--- src/rtl/apb_req_arbiter_pkg.sv ---
// Shared types and the APB address map used by the requester arbiter.
package apb_arb_pkg;

  typedef enum logic [1:0] {
    IDLE  = 2'd0,
    ISSUE = 2'd1,
    WAIT  = 2'd2,
    RESP  = 2'd3
  } arb_state_e;

  localparam logic [31:0] APB_BASE       = 32'h1000_0000;
  localparam int          APB_NUM_SLV    = 10;
  localparam int          APB_SLOT_SHIFT = 12;

  // One 4 KiB slot per slave directly above APB_BASE; anything else never answers.
  function automatic logic addr_mapped(input logic [31:0] addr);
    logic [3:0] slot;
    slot = addr[APB_SLOT_SHIFT +: 4];
    return (addr[31:16] == APB_BASE[31:16]) && (slot < 4'(APB_NUM_SLV));
  endfunction

endpackage

--- src/rtl/apb_req_arbiter_if.sv ---
// Requester-side and master-side signals of the APB request arbiter.
interface apb_req_arbiter_if #(
  parameter int NUM_REQ = 3,
  parameter int IDX_W   = $clog2(NUM_REQ)
);
  // Requests: req_valid[i] is held with addr/wdata/write stable until the one-cycle
  // req_ready[i] pulse; rsp_valid[i] is a one-cycle completion pulse, no back-pressure.
  logic [NUM_REQ-1:0]       req_valid;
  logic [NUM_REQ-1:0][31:0] req_addr;
  logic [NUM_REQ-1:0][31:0] req_wdata;
  logic [NUM_REQ-1:0]       req_write;
  logic [NUM_REQ-1:0]       req_ready;
  logic [NUM_REQ-1:0]       rsp_valid;
  logic [31:0]              rsp_rdata;
  logic                     rsp_err;
  logic                     m_transfer;
  logic [31:0]              m_addr;
  logic [31:0]              m_wdata;
  logic                     m_write;
  logic                     m_ready;
  logic [31:0]              m_rdata;
  logic                     busy;
  logic [IDX_W-1:0]         grant_idx;

  modport slave (
    input  req_valid, req_addr, req_wdata, req_write, m_ready, m_rdata,
    output req_ready, rsp_valid, rsp_rdata, rsp_err,
    output m_transfer, m_addr, m_wdata, m_write, busy, grant_idx
  );

  modport master (
    output req_valid, req_addr, req_wdata, req_write, m_ready, m_rdata,
    input  req_ready, rsp_valid, rsp_rdata, rsp_err,
    input  m_transfer, m_addr, m_wdata, m_write, busy, grant_idx
  );
endinterface

--- src/rtl/apb_req_arbiter_rr_arbiter.sv ---
// Combinational round-robin pick: first asserted request after the pointer, wrapping.
module rr_arbiter #(
  parameter int N  = 3,
  parameter int IW = $clog2(N)
) (
  input  logic [N-1:0]  i_req,
  input  logic [IW-1:0] i_ptr,
  output logic [N-1:0]  o_gnt,
  output logic [IW-1:0] o_gnt_idx,
  output logic          o_any
);

  always_comb begin : p_pick
    int idx;
    idx       = 0;
    o_gnt     = '0;
    o_gnt_idx = '0;
    o_any     = 1'b0;
    // k runs 1..N so the pointer position itself has the lowest priority.
    for (int k = 1; k <= N; k++) begin
      idx = int'(i_ptr) + k;
      if (idx >= N) idx = idx - N;
      if (!o_any && i_req[IW'(idx)]) begin
        o_any              = 1'b1;
        o_gnt[IW'(idx)]    = 1'b1;
        o_gnt_idx          = IW'(idx);
      end
    end
  end

endmodule

--- src/rtl/apb_req_arbiter.sv ---
// Round-robin share of one APB master port among NUM_REQ requesters, one transaction
// in flight, unmapped addresses answered locally with an error.
module apb_req_arbiter
  import apb_arb_pkg::*;
#(
  parameter int NUM_REQ = 3,
  parameter int IDX_W   = $clog2(NUM_REQ)
) (
  input  logic             PCLK,
  input  logic             PRESETn,
  apb_req_arbiter_if.slave bus,
  output arb_state_e       o_dbg_state
);

  arb_state_e         r_state;
  arb_state_e         w_state_nx;
  logic [IDX_W-1:0]   r_ptr;
  logic [IDX_W-1:0]   r_idx;
  logic [IDX_W-1:0]   w_gnt_idx;
  logic [NUM_REQ-1:0] w_gnt;
  logic               w_any;
  logic               w_accept;
  logic               w_mapped;
  logic [31:0]        w_sel_addr;
  logic [31:0]        r_addr;
  logic [31:0]        r_wdata;
  logic [31:0]        r_rdata;
  logic               r_write;
  logic               r_err;

  rr_arbiter #(.N(NUM_REQ), .IW(IDX_W)) u_rr (
    .i_req     (bus.req_valid),
    .i_ptr     (r_ptr),
    .o_gnt     (w_gnt),
    .o_gnt_idx (w_gnt_idx),
    .o_any     (w_any)
  );

  assign w_accept   = (r_state == IDLE) && w_any;
  assign w_sel_addr = bus.req_addr[w_gnt_idx];
  assign w_mapped   = addr_mapped(w_sel_addr);

  always_comb begin
    w_state_nx = r_state;
    case (r_state)
      IDLE:    if (w_any) w_state_nx = w_mapped ? ISSUE : RESP;
      ISSUE:   w_state_nx = WAIT;
      WAIT:    if (bus.m_ready) w_state_nx = RESP;
      RESP:    w_state_nx = IDLE;
      default: w_state_nx = IDLE;
    endcase
  end

  always_ff @(posedge PCLK or negedge PRESETn) begin
    if (!PRESETn) begin
      r_state <= IDLE;
      r_ptr   <= IDX_W'(NUM_REQ - 1);
      r_idx   <= '0;
      r_addr  <= '0;
      r_wdata <= '0;
      r_write <= 1'b0;
      r_err   <= 1'b0;
      r_rdata <= '0;
    end else begin
      r_state <= w_state_nx;
      // Master-facing fields only change on accept, so they stay quiet while idle.
      if (w_accept) begin
        r_ptr   <= w_gnt_idx;
        r_idx   <= w_gnt_idx;
        r_addr  <= w_sel_addr;
        r_wdata <= bus.req_wdata[w_gnt_idx];
        r_write <= bus.req_write[w_gnt_idx];
        r_err   <= !w_mapped;
        r_rdata <= '0;
      end
      if ((r_state == WAIT) && bus.m_ready && !r_write) begin
        r_rdata <= bus.m_rdata;
      end
    end
  end

  // req_ready is combinational from req_valid, so it is also forced low during reset.
  assign bus.req_ready  = (w_accept && PRESETn) ? w_gnt : '0;
  assign bus.rsp_valid  = (r_state == RESP) ? (NUM_REQ'(1) << r_idx) : '0;
  assign bus.rsp_rdata  = (r_state == RESP) ? r_rdata : '0;
  assign bus.rsp_err    = (r_state == RESP) && r_err;
  assign bus.m_transfer = (r_state == ISSUE);
  assign bus.m_addr     = r_addr;
  assign bus.m_wdata    = r_wdata;
  assign bus.m_write    = r_write;
  assign bus.busy       = (r_state != IDLE);
  assign bus.grant_idx  = r_idx;
  assign o_dbg_state    = r_state;

endmodule

--- src/flat_wrapper.sv ---
// flat-port wrapper written by rule: the top's interface ports become plain ports
module apb_req_arbiter_flat import apb_arb_pkg::*;
#(
  parameter int NUM_REQ = 3,
  parameter int IDX_W   = $clog2(NUM_REQ)
)
  (PCLK, PRESETn, o_dbg_state, bus_req_valid, bus_req_addr, bus_req_wdata, bus_req_write, bus_m_ready, bus_m_rdata, bus_req_ready, bus_rsp_valid, bus_rsp_rdata, bus_rsp_err, bus_m_transfer, bus_m_addr, bus_m_wdata, bus_m_write, bus_busy, bus_grant_idx);
  apb_req_arbiter_if #(.NUM_REQ(NUM_REQ), .IDX_W(IDX_W)) bus_i ();
  input  logic PCLK;
  input  logic PRESETn;
  output arb_state_e o_dbg_state;
  input wire logic [$bits(bus_i.req_valid)-1:0] bus_req_valid;
  input wire logic [$bits(bus_i.req_addr)-1:0] bus_req_addr;
  input wire logic [$bits(bus_i.req_wdata)-1:0] bus_req_wdata;
  input wire logic [$bits(bus_i.req_write)-1:0] bus_req_write;
  input wire logic [$bits(bus_i.m_ready)-1:0] bus_m_ready;
  input wire logic [$bits(bus_i.m_rdata)-1:0] bus_m_rdata;
  output wire logic [$bits(bus_i.req_ready)-1:0] bus_req_ready;
  output wire logic [$bits(bus_i.rsp_valid)-1:0] bus_rsp_valid;
  output wire logic [$bits(bus_i.rsp_rdata)-1:0] bus_rsp_rdata;
  output wire logic [$bits(bus_i.rsp_err)-1:0] bus_rsp_err;
  output wire logic [$bits(bus_i.m_transfer)-1:0] bus_m_transfer;
  output wire logic [$bits(bus_i.m_addr)-1:0] bus_m_addr;
  output wire logic [$bits(bus_i.m_wdata)-1:0] bus_m_wdata;
  output wire logic [$bits(bus_i.m_write)-1:0] bus_m_write;
  output wire logic [$bits(bus_i.busy)-1:0] bus_busy;
  output wire logic [$bits(bus_i.grant_idx)-1:0] bus_grant_idx;
  assign bus_i.req_valid = bus_req_valid;
  assign bus_i.req_addr = bus_req_addr;
  assign bus_i.req_wdata = bus_req_wdata;
  assign bus_i.req_write = bus_req_write;
  assign bus_i.m_ready = bus_m_ready;
  assign bus_i.m_rdata = bus_m_rdata;
  assign bus_req_ready = bus_i.req_ready;
  assign bus_rsp_valid = bus_i.rsp_valid;
  assign bus_rsp_rdata = bus_i.rsp_rdata;
  assign bus_rsp_err = bus_i.rsp_err;
  assign bus_m_transfer = bus_i.m_transfer;
  assign bus_m_addr = bus_i.m_addr;
  assign bus_m_wdata = bus_i.m_wdata;
  assign bus_m_write = bus_i.m_write;
  assign bus_busy = bus_i.busy;
  assign bus_grant_idx = bus_i.grant_idx;
  apb_req_arbiter #(.NUM_REQ(NUM_REQ), .IDX_W(IDX_W)) u_core (.PCLK(PCLK), .PRESETn(PRESETn), .bus(bus_i), .o_dbg_state(o_dbg_state));
endmodule
--- config.mk ---
export PLATFORM = sky130hd
export DESIGN_NAME = apb_req_arbiter_flat
export DESIGN_NICKNAME = d
export VERILOG_FILES = /design/src/rtl/apb_req_arbiter_pkg.sv /design/src/rtl/apb_req_arbiter_if.sv /design/src/rtl/apb_req_arbiter_rr_arbiter.sv /design/src/rtl/apb_req_arbiter.sv /design/src/flat_wrapper.sv
export SDC_FILE = /design/constraint.sdc
export NUM_CORES = 1
export LEC_CHECK = 0
export ABC_AREA = 1
export BUFFER_PORTS_ARGS = -buffer_cell sky130_fd_sc_hd__buf_2
export CAP_MARGIN = 25
export CORE_AREA = 2 2 132 134
export CTS_BUF_LIST = sky130_fd_sc_hd__clkbuf_4
export DETAILED_ROUTE_END_ITERATION = 16
export DIE_AREA = 0 0 134 136
export PLACE_DENSITY = 0.68
export SETUP_SLACK_MARGIN = 0.02
export SLEW_MARGIN = 10
export SYNTH_ARGS = -nofsm -noshare
export SYNTH_HDL_FRONTEND = slang
export SYNTH_SLANG_ARGS = --single-unit
--- constraint.sdc ---
create_clock -name PCLK -period 6.9 [get_ports PCLK]
set_input_delay 1.035 -clock PCLK [delete_from_list [all_inputs] [get_ports PCLK]]
set_output_delay 1.035 -clock PCLK [all_outputs]
set_load 0.02 [all_outputs]
==> summary.txt <==
Die
  • Die Height: 136 µm
  • I/O pin count: 343
  • Die area: 0.01822 mm²
  • Chip width: 134 µm
  • Core Region: 0.01688 mm²
  • Starting Density: 0.3663
  • Row cnt: 48

Pwr
  • Cell area power density: 653.3 mW/mm²
  • Worst vdd ir: 0.3434 mV
  • Cell leakage power: 4.574 nW

Logic synthesis
  • Leading area contributor after synthesis: dfrtp_1
  • Synth Register Bits: 103
  • Mapped Avg Cell Area: 7.334 µm²
  • Synth top area share: 0.4129
  • Share of flip-flops with an asynchronous set or reset: 1.000
  • Post-Syn Instances: 843
  • Post-synth EDFFs: 0
  • Top_reg_cell synth: dfrtp_1
  • Post-synth net total: 1087
  • Netlist Area Pre-Place: 0.006182 mm²
  • Top post-synthesis cells by count: 225 x nand2_1, 108 x nand3_1, 102 x dfrtp_1
  • Seq/Total Area, Yosys: 0.4171
  • Ys Warns: 0
  • Most common cell in the netlist: nand2_1
  • Yosys cell types: 32
  • Synth top area cells: dfrtp_1 41%, nand2_1 14%, nand3_1 8.7%, o21bai_1 5.6%, a31oi_1 5.3%

Clock tree
  • Clock Path Buffers: 2
  • Clock Latency Late Sink: 0.48 ns
  • CTS root buf: clkbuf_4
  • Post-cts sizing count: 0
  • H-Tree Depth: 3
  • Clk pin slew, worst setup/hold paths: 0.16 ns
  • Inserted Clock Buffers: 9
  • Clk sinks: 103
  • Postcts setup bufs: 0
  • CTS Hold Bufs: 0
  • CTS tree: built

Finish
  • Layout area overhead: 31.77%
  • Final nets: 1386
  • Fillers: 1784
  • Ratio of cells with drive above 1 in the final layout: 0.3409

STA
  • Post-route clock period utilization: 0.6093
  • Final setup margin: 2.696 ns
  • Max Transition Viols Final: 0
  • RSZ-0062 raised after global routing: false
  • Final number of hold-violating endpoints: 0
  • Worst Skew: 0.03341 ns
  • Hold_ws: 0.4926 ns
  • Worst-Margin Slew: 0.8111 ns
  • Slew Limit Headroom: 0.4572
  • Fmax: 237.9 MHz
  • Min Tclk post-route: 4.204 ns
  • # setup viols final: 0
  • Setup TNS: 0 ns

Drt
  • Routed Antenna Nets: 0
  • DR WL/cell: 16.39 µm
  • Post-route DRC violation count: 0
  • Drt initial violations: 320
  • First-pass DRT Iterations: 5
  • Via density: 4.942
  • Detailed-route via count: 6815
  • DRT Wirelength: 22610 µm

Min path
  • Hold path endpoint: u_core.bus.m_addr[21]
  • Hold wc startpoint: u_core.bus.m_addr[21]
  • Hold Crit Class: flop to flop
  • Hold Path Depth: 2

Worst setup path
  • Critical R2R Capture: u_core.o_dbg_state[1]
  • RR Startpoint: u_core.bus.grant_idx[0]
  • Critical path startpoint category: flop
  • CP bufs+invs: 3
  • Critical path's slowest cell: nand2_4
  • Crit-path cells: inv_1 > ha_1 > nand2_1 > nand2_1 > nand2_4 > nand2_4 > inv_2 > nand2_1 > nand2_2 > nand2_4 > inv_4 > nor2_1 > o21ai_1 > nor2_1 > nand2_1 > nor2_1 > nand3_1 > nand2_1 > nand2_1
  • Crit Path Class: flop to flop
  • Reg2Reg Setup Slack: 2.70 ns
  • Critical path's largest stage delay: 0.61 ns
  • Most used cell, CP: nand2_1
  • CP arrival: 4.58 ns
  • CP Capture Type: flop
  • Worst R2R Path Depth: 19
  • Crit-path leading delay family: simple AND/OR/NAND/NOR gates
  • CP Max Fanout: 66
  • WP data required: 7.28 ns

Global routing
  • Largest net degree at the start of global routing: 113
  • Initial antenna violation count: 9
  • Total track usage: 0.2411
  • Vias in the first global route: 6494
  • First-pass GRT wire length: 34290 µm
  • Gr ovfl total: 0

Outcome
  • Status: finished, final reports clean

Placement
  • # port buffers: 342
  • Final estimated routing congestion in global placement: 0.9359
  • Dpl hpwl: 16830 µm
  • Dpl ws: 2.668 ns

Run
  • Max-Cap Viols: 0
worst max path at each step:
stage	startpoint	end	slack [ns]	cells after the start
floorplan	u_core.bus.grant_idx[0]	bus_req_ready[0]	3.43	15
global placement	u_core.bus.grant_idx[0]	u_core.r_err	2.77	20
detailed placement	u_core.bus.grant_idx[0]	u_core.r_err	2.67	18
CTS	u_core.bus.grant_idx[0]	bus_req_ready[2]	2.10	14
global route	u_core.bus.grant_idx[0]	u_core.o_dbg_state[1]	2.32	19
finish	u_core.bus.grant_idx[0]	u_core.o_dbg_state[1]	2.70	19
where the power goes:
part	switching, mW	internal (mW)	total [mW]
combinational	2.63	1.28	3.91
sequential	0.174	0.910	1.08
clock	0.217	0.111	0.329
metrics by stage:
stage | cells | cell area (µm²) | util | power [mW]
finish | 1379 | 8147 | 0.4827 | 5.322
global route | 1375 | 8137 | 0.4821 | 5.881
CTS | 1369 | 8066 | 0.4780 | 5.322
detailed placement | 1353 | 7928 | 0.4698 | 4.997
global placement | 1353 | 7928 | 0.4698 | 4.923
floorplan | 843 | 6182 | - | 4.082
area by class of cell:
class                           instances  area, µm²  area share
Timing Repair Buffer                  351       1822      0.2236
Clock inverter                          7      71.32    0.008754
Sequential cell                       103       2579      0.3165
Multi-Input combinational cell        612       3058      0.3754
Antenna cell                            7      17.52    0.002150
Clock buffer                            9      67.56    0.008294
Inverter                               65      250.2     0.03072
Tap cell                              225      281.5     0.03456
placed cells by master (no fill, tap or decap), types with 3 or more instances in the layout:
master and n:
a21oi_1 4, a31oi_1 52, buf_2 341, buf_4 7
clkbuf_4 9, dfrtp_1 102, diode_2 7, ha_1 11
inv_1 58, inv_2 3, nand2_1 224, nand2_2 4
nand2_4 4, nand3_1 108, nand3b_1 4, nor2_1 76
nor3_1 3, o21ai_0 57, o21ai_1 8, o21bai_1 46
routing by layer:
layer  global-route usage  wire length (µm)
met1               0.2906              9013
met3              0.07532              2010
met5                    0                27
met4              0.07565               395
met2               0.4123             11160
worst reg2reg max path: stages, from the launching register on:
cell	delay, ns
dfrtp_1	0.59
inv_1	0.23
ha_1	0.58
nand2_1	0.15
nand2_1	0.16
nand2_4	0.09
nand2_4	0.10
inv_2	0.04
nand2_1	0.07
nand2_2	0.24
nand2_4	0.62
inv_4	0.40
nor2_1	0.23
o21ai_1	0.09
nor2_1	0.09
nand2_1	0.06
nor2_1	0.18
nand3_1	0.10
nand2_1	0.06
nand2_1	0.04
sequential cells by signal, indices dropped and copies added (netlist names):
signal	count
u_core.r_rdata	32
u_core.bus.m_write	1
u_core.r_err	1
u_core.o_dbg_state	2
u_core.bus.m_addr	32
u_core.r_ptr	1
u_core.bus.m_wdata	32
u_core.bus.grant_idx	2
kinds of logic (layout without fill, tap and decap cells):
| logic type | count (synthesis) | count (layout) | share of synthesized area |
|---|---|---|---|
| buf+inv | 128 | 432 | 0.09107 |
| compound gates | 171 | 171 | 0.1696 |
| simple gates | 430 | 430 | 0.2999 |
| flops | 103 | 103 | 0.4171 |
| fa+ha+maj | 11 | 11 | 0.02226 |
| other cells | 0 | 7 | 0 |
No activity file was read; power rests on OpenSTA's default activity.
